==> src/rtl/cpu_pkg.sv <==
`default_nettype none
// ============================================================================
// Module   : cpu_pkg
// Brief    : Shared types and constants for the 5-stage, 8-register pipeline.
// Revision : 1.0
// ============================================================================
package cpu_pkg;

   localparam int REG_BITS = 3;

   // Zeroed control word loaded into a pipeline register to form a bubble
   localparam logic [7:0] NOP_CTRL = 8'h00;

   typedef enum logic [1:0] {
      RUN      = 2'd0,
      MEM_WAIT = 2'd1,
      HALTED   = 2'd2
   } hz_state_t;

endpackage
`default_nettype wire

==> src/rtl/hazard_controller_sat_counter.sv <==
`default_nettype none
// ============================================================================
// Module   : sat_counter
// Brief    : Up-counter with synchronous clear that holds at all-ones.
// Revision : 1.0
// ============================================================================
module sat_counter #(
   parameter int WIDTH = 8
) (
   input  logic             clk,
   input  logic             reset,
   input  logic             clear_i,
   input  logic             inc_i,
   output logic [WIDTH-1:0] count_o
);

   logic [WIDTH-1:0] count_q;
   logic [WIDTH-1:0] count_d;

   always_comb begin
      count_d = count_q;
      if (clear_i) begin
         count_d = '0;
      end else if (inc_i && !(&count_q)) begin
         count_d = count_q + WIDTH'(1);
      end
   end

   always_ff @(posedge clk) begin
      if (reset) begin
         count_q <= '0;
      end else begin
         count_q <= count_d;
      end
   end

   assign count_o = count_q;

endmodule
`default_nettype wire

==> src/rtl/hazard_controller.sv <==
`default_nettype none
// ============================================================================
// Module   : hazard_controller
// Brief    : Stall / bubble / flush sequencing with memory-wait watchdog.
// Revision : 1.0
// ============================================================================
module hazard_controller #(
   parameter int REG_BITS    = cpu_pkg::REG_BITS,
   parameter int MEM_TIMEOUT = 64,
   parameter int CNT_W       = 16
) (
   input  logic                clk,
   input  logic                reset,
   input  logic [REG_BITS-1:0] ID_Rs,
   input  logic [REG_BITS-1:0] ID_Rd,
   input  logic                ID_UsesRs,
   input  logic                ID_UsesRd,
   input  logic [REG_BITS-1:0] EX_Rd,
   input  logic                EX_MemRead,
   input  logic                EX_BranchTaken,
   input  logic                MEM_Req,
   input  logic                MEM_Ack,
   output logic                PC_Write,
   output logic                IFID_Write,
   output logic                IFID_Flush,
   output logic                IDEX_Write,
   output logic                IDEX_Bubble,
   output logic                EXMEM_Write,
   output logic                MEMWB_Bubble,
   output logic                Timeout,
   output logic [CNT_W-1:0]    StallCount
);

   import cpu_pkg::*;

   // One spare count so the counter never wraps on the tripping cycle
   localparam int                WAIT_W    = $clog2(MEM_TIMEOUT + 1);
   localparam logic [WAIT_W-1:0] WAIT_LAST = WAIT_W'(MEM_TIMEOUT - 1);

   hz_state_t         state_q;
   hz_state_t         state_d;
   logic [WAIT_W-1:0] wait_cnt;
   logic              halted;
   logic              freeze;
   logic              loaduse;
   logic              rs_hit;
   logic              rd_hit;

   assign halted  = (state_q == HALTED);
   assign freeze  = MEM_Req & ~MEM_Ack & ~halted;
   assign rs_hit  = ID_UsesRs & (EX_Rd == ID_Rs);
   assign rd_hit  = ID_UsesRd & (EX_Rd == ID_Rd);
   assign loaduse = EX_MemRead & (EX_Rd != '0) & (rs_hit | rd_hit);

   always_ff @(posedge clk) begin
      if (reset) begin
         state_q <= RUN;
      end else begin
         state_q <= state_d;
      end
   end

   always_comb begin
      state_d = state_q;
      unique case (state_q)
         RUN: begin
            if (freeze) state_d = MEM_WAIT;
         end
         MEM_WAIT: begin
            if (freeze && (wait_cnt == WAIT_LAST)) begin
               state_d = HALTED;
            end else if (!freeze) begin
               state_d = RUN;
            end
         end
         HALTED:  state_d = HALTED;
         default: state_d = RUN;
      endcase
   end

   // Priority: halted > memory freeze > taken branch > load-use > defaults
   always_comb begin
      PC_Write     = 1'b1;
      IFID_Write   = 1'b1;
      IFID_Flush   = 1'b0;
      IDEX_Write   = 1'b1;
      IDEX_Bubble  = 1'b0;
      EXMEM_Write  = 1'b1;
      MEMWB_Bubble = 1'b0;
      Timeout      = 1'b0;
      if (reset) begin
         Timeout = 1'b0;
      end else if (halted) begin
         PC_Write     = 1'b0;
         IFID_Write   = 1'b0;
         IDEX_Write   = 1'b0;
         EXMEM_Write  = 1'b0;
         MEMWB_Bubble = 1'b1;
         Timeout      = 1'b1;
      end else if (freeze) begin
         PC_Write     = 1'b0;
         IFID_Write   = 1'b0;
         IDEX_Write   = 1'b0;
         EXMEM_Write  = 1'b0;
         MEMWB_Bubble = 1'b1;
      end else if (EX_BranchTaken) begin
         IFID_Flush  = 1'b1;
         IDEX_Bubble = 1'b1;
      end else if (loaduse) begin
         PC_Write    = 1'b0;
         IFID_Write  = 1'b0;
         IDEX_Bubble = 1'b1;
      end
   end

   sat_counter #(
      .WIDTH (WAIT_W)
   ) u_wait_cnt (
      .clk     (clk),
      .reset   (reset),
      .clear_i (~freeze),
      .inc_i   (freeze),
      .count_o (wait_cnt)
   );

   sat_counter #(
      .WIDTH (CNT_W)
   ) u_stall_cnt (
      .clk     (clk),
      .reset   (reset),
      .clear_i (1'b0),
      .inc_i   (~PC_Write),
      .count_o (StallCount)
   );

endmodule
`default_nettype wire

==> config.mk <==
export PLATFORM = sky130hd
export DESIGN_NAME = hazard_controller
export DESIGN_NICKNAME = d
export VERILOG_FILES = /design/src/rtl/cpu_pkg.sv /design/src/rtl/hazard_controller_sat_counter.sv /design/src/rtl/hazard_controller.sv
export SDC_FILE = /design/constraint.sdc
export NUM_CORES = 1
export LEC_CHECK = 0
export ABC_CLOCK_PERIOD_IN_PS = 2120
export BUFFER_PORTS_ARGS = -buffer_cell sky130_fd_sc_hd__buf_2
export CAP_MARGIN = 15
export CORE_UTILIZATION = 50
export DETAILED_ROUTE_END_ITERATION = 12
export GPL_ROUTABILITY_DRIVEN = 1
export GPL_TIMING_DRIVEN = 1
export PLACE_DENSITY = 0.78
export RECOVER_POWER = 25
export SETUP_SLACK_MARGIN = 0.4
export SYNTH_ARGS = -nofsm -noshare
export SYNTH_HDL_FRONTEND = slang
export SYNTH_SLANG_ARGS = --single-unit
==> constraint.sdc <==
create_clock -name clk -period 2.12 [get_ports clk]
set_clock_uncertainty 0.05 [all_clocks]
set_input_delay 0.212 -clock clk [delete_from_list [all_inputs] [get_ports clk]]
set_output_delay 0.212 -clock clk [all_outputs]
set_load 0.03 [all_outputs]
# Yosys cells after proc, flatten, opt, wreduce, memory -nomap -nowiden
# Index checks and enable logic that the tools add are counted.
word_totals:
  reg_bits: 25
  latchBits: 0
  mem_bits_rw: 0
  mem_bits_ro: 0
  input_bits: 17
  out_inout_bits: 24
  elab_cells: 60
  mem_count: 0
classes:
  n_addsub: 2
  multipliers: 0
  div_mod_pow: 0
  n_lt_le_gt_ge: 0
  eq_ne: 7
  n_shift: 0
  n_mux: 26
  n_bitwise: 11
  n_reduce_logical: 11
op_table:
  columns: ["cell", "count"]
  rows:
  - ["1-bit two-way mux", 22]
  - ["16-bit by 1-bit adder with 16-bit output, second input constant", 1]
  - ["16-bit AND reduction", 1]
  - ["7-bit by 1-bit adder with 7-bit output, second input constant", 1]
  - ["7-bit by 6-bit equality test with 1-bit output, second input constant", 1]
  - ["7-bit AND reduction", 1]
  - ["1-bit bitwise AND", 6]
  - ["3-bit equality test", 2]
  - ["2-bit two-way mux", 3]
  - ["2-bit one-hot mux with 3 select lines", 1]
  - ["1-bit inverter", 4]
  - ["1-bit logical AND", 3]
  - ["3-bit inequality test, second input constant", 1]
  - ["3-bit nonzero test", 1]
  - ["2-bit by 1-bit equality test with 1-bit output, second input constant", 1]
  - ["2-bit equality test, second input constant", 1]
  - ["1-bit zero test", 2]
  - ["2-bit zero test", 1]
  - ["2-bit inequality test, second input constant", 1]
  - ["2-bit AND reduction", 1]
  - ["2-bit OR reduction", 1]
  - ["1-bit OR", 1]

# Longest topological paths before layout
logic_depth:
  ltp_word: 11
  ltp_mapped: 8
  mapped_depth_nobuf: 7

# Hierarchy
# Synthesis repeated with hierarchy kept, for this count alone.
hier_totals:
  hier_cells: 180
  hier_area_um2: 1559.0
modules_own_cells:
  columns: ["mod", "n_inst", "cells_per_inst", "area_each_um2", "seq_area_each_um2"]
  rows:
  - ["sat_counter at u_stall_cnt", 1, 110, 924.6, 320.3]
  - ["sat_counter at u_wait_cnt", 1, 35, 349.1, 140.1]
  - ["hazard_controller", 1, 35, 285.3, 40.0]

# Least setup slack after synthesis
# No wires, ideal clock.
synth_timing:
  kind: "flip-flop to flip-flop"
  from: "reg u_stall_cnt.count_q[0] (netlist: u_stall_cnt.count_o[0])"
  to: "reg u_stall_cnt.count_q[3] (netlist: u_stall_cnt.count_o[3])"
  setup_ns: 0.074
  arrival_time_ns: 1.917
  required_time_ns: 1.996
  slack_ns: 0.079
  path_stages_with_launch: 9
  n_path_buf: 1
  period_less_slack_ns: 2.041
  path_cell_list: "dfxtp_1 > ha_1 > nand3_1 > nor3_1 > a22oi_4 > and2_2 > buf_2 > nand4_1 > mux2i_1"
synth_between:
  elab_chain_cells: 3
  elab_cells_between_ends: 4
  cone_classes: "1 x add/sub; 3 x reduce/logical"
synth_lines:
  columns: ["item", "line_no", "rtl"]
  rows:
  - ["from (decl)", "hazard_controller_sat_counter.sv:17", "logic [WIDTH-1:0] count_q;"]
  - ["from (signal assigned)", "hazard_controller_sat_counter.sv:33", "count_q <= count_d;"]
  - ["parallel branches: the longest is 3 deep, another holds 16-bit by 1-bit adder with 16-bit output", null, null]
# Parallel ways; which one is timed is not known.
# A chain may end at the register's enable or synchronous reset.

# Worst setup path in the final report
layout_timing:
  from: "reg state_q[1]"
  to: "reg u_stall_cnt.count_q[15] (netlist: u_stall_cnt.count_o[15])"
layout_between:
  elab_chain_cells: 8
layout_lines:
  columns: ["item", "line_no", "rtl"]
  rows:
  - ["from (decl)", "hazard_controller.sv:40", "hz_state_t state_q;"]
  - ["from (signal assigned)", "hazard_controller.sv:59", "state_q <= state_d;"]
  - ["2-bit equality test *", "hazard_controller.sv:49", "assign halted = (state_q == HALTED);"]
  - ["1-bit inverter", "hazard_controller.sv:50", "assign freeze = MEM_Req & ~MEM_Ack & ~halted;"]
  - ["1-bit bitwise AND", "hazard_controller.sv:50", null]
  - ["1-bit two-way mux", "hazard_controller.sv:100", "end else if (freeze) begin"]
  - ["1-bit two-way mux *", "hazard_controller.sv:93", "end else if (halted) begin"]
  - ["1-bit two-way mux *", "hazard_controller.sv:91", "if (reset) begin"]
  - ["1-bit inverter *", "hazard_controller.sv:132", ".inc_i (~PC_Write),"]
  - ["1-bit logical AND *", "hazard_controller_sat_counter.sv:24", "end else if (inc_i && !(&count_q)) begin"]
# Every way passes the cells marked *; elsewhere a longest branch is shown, timed or not.

==> reports/metrics.csv <==
stage,metric,value,unit
worst_hold_path,Hold Path End,state_q[0],
floorplanning,number of primary I/O pins,41,
setup_path,worst reg2reg startpoint,state_q[1],
synth,Syn Nets,170,
floorplanning,effective utilization at floorplan,53.4,%
global_routing,wire length of the first global-routing pass,4960,um
global_routing,grt ovf,0,
setup_path,capturing point of the worst reg2reg path,u_stall_cnt.count_o[15],
timing,Least-Margin Pin Slew,0.382,ns
global_routing,maximum number of pins on one net before global-route repair,22,
layout,"leading cell type in the layout, fill and taps excluded",sky130_fd_sc_hd__buf_2,
worst_hold_path,Hold WC Path Type,input pin to flip-flop,
floorplanning,Total Die Area,2880,sq um
setup_path,CP arrival,2.14,ns
pwr,clock group share of total power,26.7,%
setup_path,worst-path fanout max,6,
pwr,maximum vdd drop,511,uV
clock_network,Sinks on Clock Net,25,
synth,Syn Area/Cell,8.83,sq um
clock_network,CTS H-Tree Depth,1,
layout,fraction of final layout cells with drive strength greater than 1,42.2,%
status,run status,"finished, final reports clean",
placement,GP Congestion,0.784,
placement,cell total after placement,217,
layout,"commonest non-fill, non-tap cells in the layout","24 x sky130_fd_sc_hd__buf_2, 17 x sky130_fd_sc_hd__nor2_1, 17 x sky130_fd_sc_hd__buf_4",
synth,Yosys Warn Count,0,
global_routing,initial antenna violation count,0,
setup_path,type of destination of the critical path,flip-flop,
routing,iteration-0 DRC count of the detailed router,20,
timing,final setup violating endpoints,0,
floorplanning,width of the chip,53.7,um
routing,Detail Route Antenna Nets,0,
floorplanning,row count,18,
layout,number of nets at the end of the flow,226,
synth,part of the Yosys area used for sequential elements,37.5,%
routing,vias,1305,
pwr,cell leakage power,0.804,nW
layout,fill count,192,
setup_path,r2r worst-path depth,6,
pwr,switch share,26.2,%
synth,count of unique library cells instantiated by Yosys,39,
clock_network,number of hold buffers added after CTS,0,
layout,"Cell Count, Final, Fillers Out",236,
setup_path,Setup Crit Path Kind,flip-flop to flip-flop,
synth,combined area of all synthesized cells,1330,sq um
floorplanning,floorplan die height,53.7,um
pwr,switching power,215,uW
pwr,sequential share of power,58.1,%
setup_path,endpoint required time on the critical path,2.34,ns
clock_network,CTS buffer count,3,
synth,number of synthesized register bits,25,
timing,share of the cycle needed by the critical path after routing,90.9,%
synth,dominant register cell in the synthesized netlist,sky130_fd_sc_hd__dfxtp_1,
synth,asr flop ratio synth,0,%
pwr,cell internal power dissipation,605,uW
timing,number of slew-limit violations in the final report,0,
pwr,ratio of total power to cell area,449,nW/um^2
timing,shortest period the worst path allows,1.93,ns
timing,Post-Route Setup TNS,0,ns
routing,detailed-router iteration count before antenna repair,4,
synth,number of enable-type register cells in the synthesized netlist,0,
flow_run,max cap viols,0,
clock_network,post-CTS clock slew at the launch and capture registers of the worst setup and hold paths,0.14,ns
setup_path,register-to-register setup slack,0.19,ns
placement,number of buffers added on ports,40,
routing,detail-routed net length per standard cell,14.3,um
clock_network,TritonCTS clock tree,built,
worst_hold_path,startpoint of the most critical hold path,MEM_Req,
timing,unrepaired setup endpoints after global routing,true,
timing,Final Hold Slack,0.263,ns
clock_network,number of buffers between clock root and the deepest sink,2,
timing,Relative slew margins,74.7,%
floorplanning,Std-Cell Core Area,2500,sq um
routing,aggregate routed wire length,3380,um
global_routing,global-route usage over all layers,23.5,%
routing,post-DR vias/cell,5.53,
pwr,combinational group share of total power,15.2,%
placement,placed wire-length estimate,2180,um
worst_hold_path,Hold Path Cell Cnt,4,
routing,DRC violations left,0,
layout,synth-to-layout area growth,36.8,%
synth,synthesized netlist cell count,151,
layout,number of diodes added for antenna fixing,0,
setup_path,crit start category,flip-flop,
timing,highest clock rate,0.519,GHz
global_routing,vias in the first global route,1195,
clock_network,clock root cell,sky130_fd_sc_hd__clkbuf_4,
clock_network,clock network latency to the later pin of the worst-skew pair,0.32,ns
timing,endpoints failing hold,0,
-- cells in the mapped netlist, drive strengths merged (2+ instances only) --
master,number,area [sq um]
a21oi,9,45.0
o31ai,2,15.0
or3,5,40.0
nand2,10,45.0
ha,2,25.0
xor2,7,61.3
and2,2,13.8
nand3,10,50.1
xnor2,9,78.8
o21ai,3,15.0
clkbuf,2,17.5
and3,3,18.8
mux2i,6,60.1
a311oi,2,17.5
buf,4,31.3
nor2,21,78.8
dfxtp,25,500
and4,4,36.3
nand4,8,50.1
nand2b,6,37.5
-- routing by layer --
| layer | GRT usage, % | wire length (um) | share of wire (%) |
|---|---|---|---|
| met2 | 45.8 | 1860 | 55 |
| met4 | 6.14 | 46 | 1.4 |
| met1 | 25.3 | 1370 | 41 |
| met3 | 4.52 | 95 | 2.8 |
| met5 | 0 | 0 | 0 |
-- layout make-up --
type / count / area (sq um) / share of cell area (%)
multi-input combinational: 119 / 907 / 49.7
sequential: 25 / 513 / 28.1
timing repair buffer: 57 / 334 / 18.3
tap: 30 / 37.5 / 2.06
clock buffer: 4 / 26.3 / 1.44
inverter: 1 / 6.26 / 0.343
-- power groups by stage --
stage	Sequential [mW]	Clock (mW)	Combinational, mW
CTS	0.475	0.220	0.109
detailed placement	0.486	0	0.100
finish	0.476	0.219	0.124
global placement	0.486	0	0.0979
floorplan	0.488	0	0.0692
global route	0.477	0.236	0.133
-- flip-flops by register name, indices dropped and copies added, names as in the netlist --
name / flops
u_stall_cnt.count_o: 16
state_q: 2
u_wait_cnt.count_o: 7
-- what timing repair did --
item	in CTS	in global routing
gates cloned	0	0
gates resized for setup	10	31
pin swaps	4	12
setup buffers	8	7
setup endpoints to repair	15	22
-- critical path, stage by stage (launching register included) --
cell and delay, ns:
sky130_fd_sc_hd__dfxtp_2 0.36, sky130_fd_sc_hd__or2b_1 0.26, sky130_fd_sc_hd__a21o_4 0.24, sky130_fd_sc_hd__a22oi_4 0.22
sky130_fd_sc_hd__nand2_4 0.09, sky130_fd_sc_hd__or4_1 0.51, sky130_fd_sc_hd__a21oi_1 0.14
-- how the worst max path moves through the flow --
stage | from | to | slack, ns | cells after the start
floorplan | state_q[1] | u_stall_cnt.count_o[15] | 0.25 | 6
global placement | state_q[1] | u_stall_cnt.count_o[15] | 0.25 | 6
detailed placement | state_q[1] | u_stall_cnt.count_o[15] | 0.20 | 6
CTS | state_q[1] | u_stall_cnt.count_o[15] | 0.28 | 6
global route | state_q[1] | u_stall_cnt.count_o[14] | 0.14 | 6
finish | state_q[1] | u_stall_cnt.count_o[15] | 0.19 | 6
-- metrics by stage --
stage,utilization (%),cell area [sq um],total power [mW],setup slack (ns)
2_1_floorplan,-,1370,0.557,0.247
3_3_place_gp,62.9,1570,0.584,0.251
3_5_place_dp,62.9,1570,0.586,0.201
4_1_cts,67.2,1680,0.805,0.283
5_1_grt,73.0,1820,0.846,0.142
6_report,73.0,1820,0.820,0.194
-- cells by family (layout without fill, tap and decap cells) --
kind of cell,Yosys count,after routing,share of synthesized area [%]
and+or+nand+nor,75,75,31.0
DFF,25,25,37.5
AOI/OAI and AO/OA,20,20,10.7
xor gates and xnor gates,16,16,10.5
buffers and inverters,7,62,3.94
muxes,6,6,4.50
adders and majority gates,2,2,1.88
No activity file was read; power rests on OpenSTA's default activity.
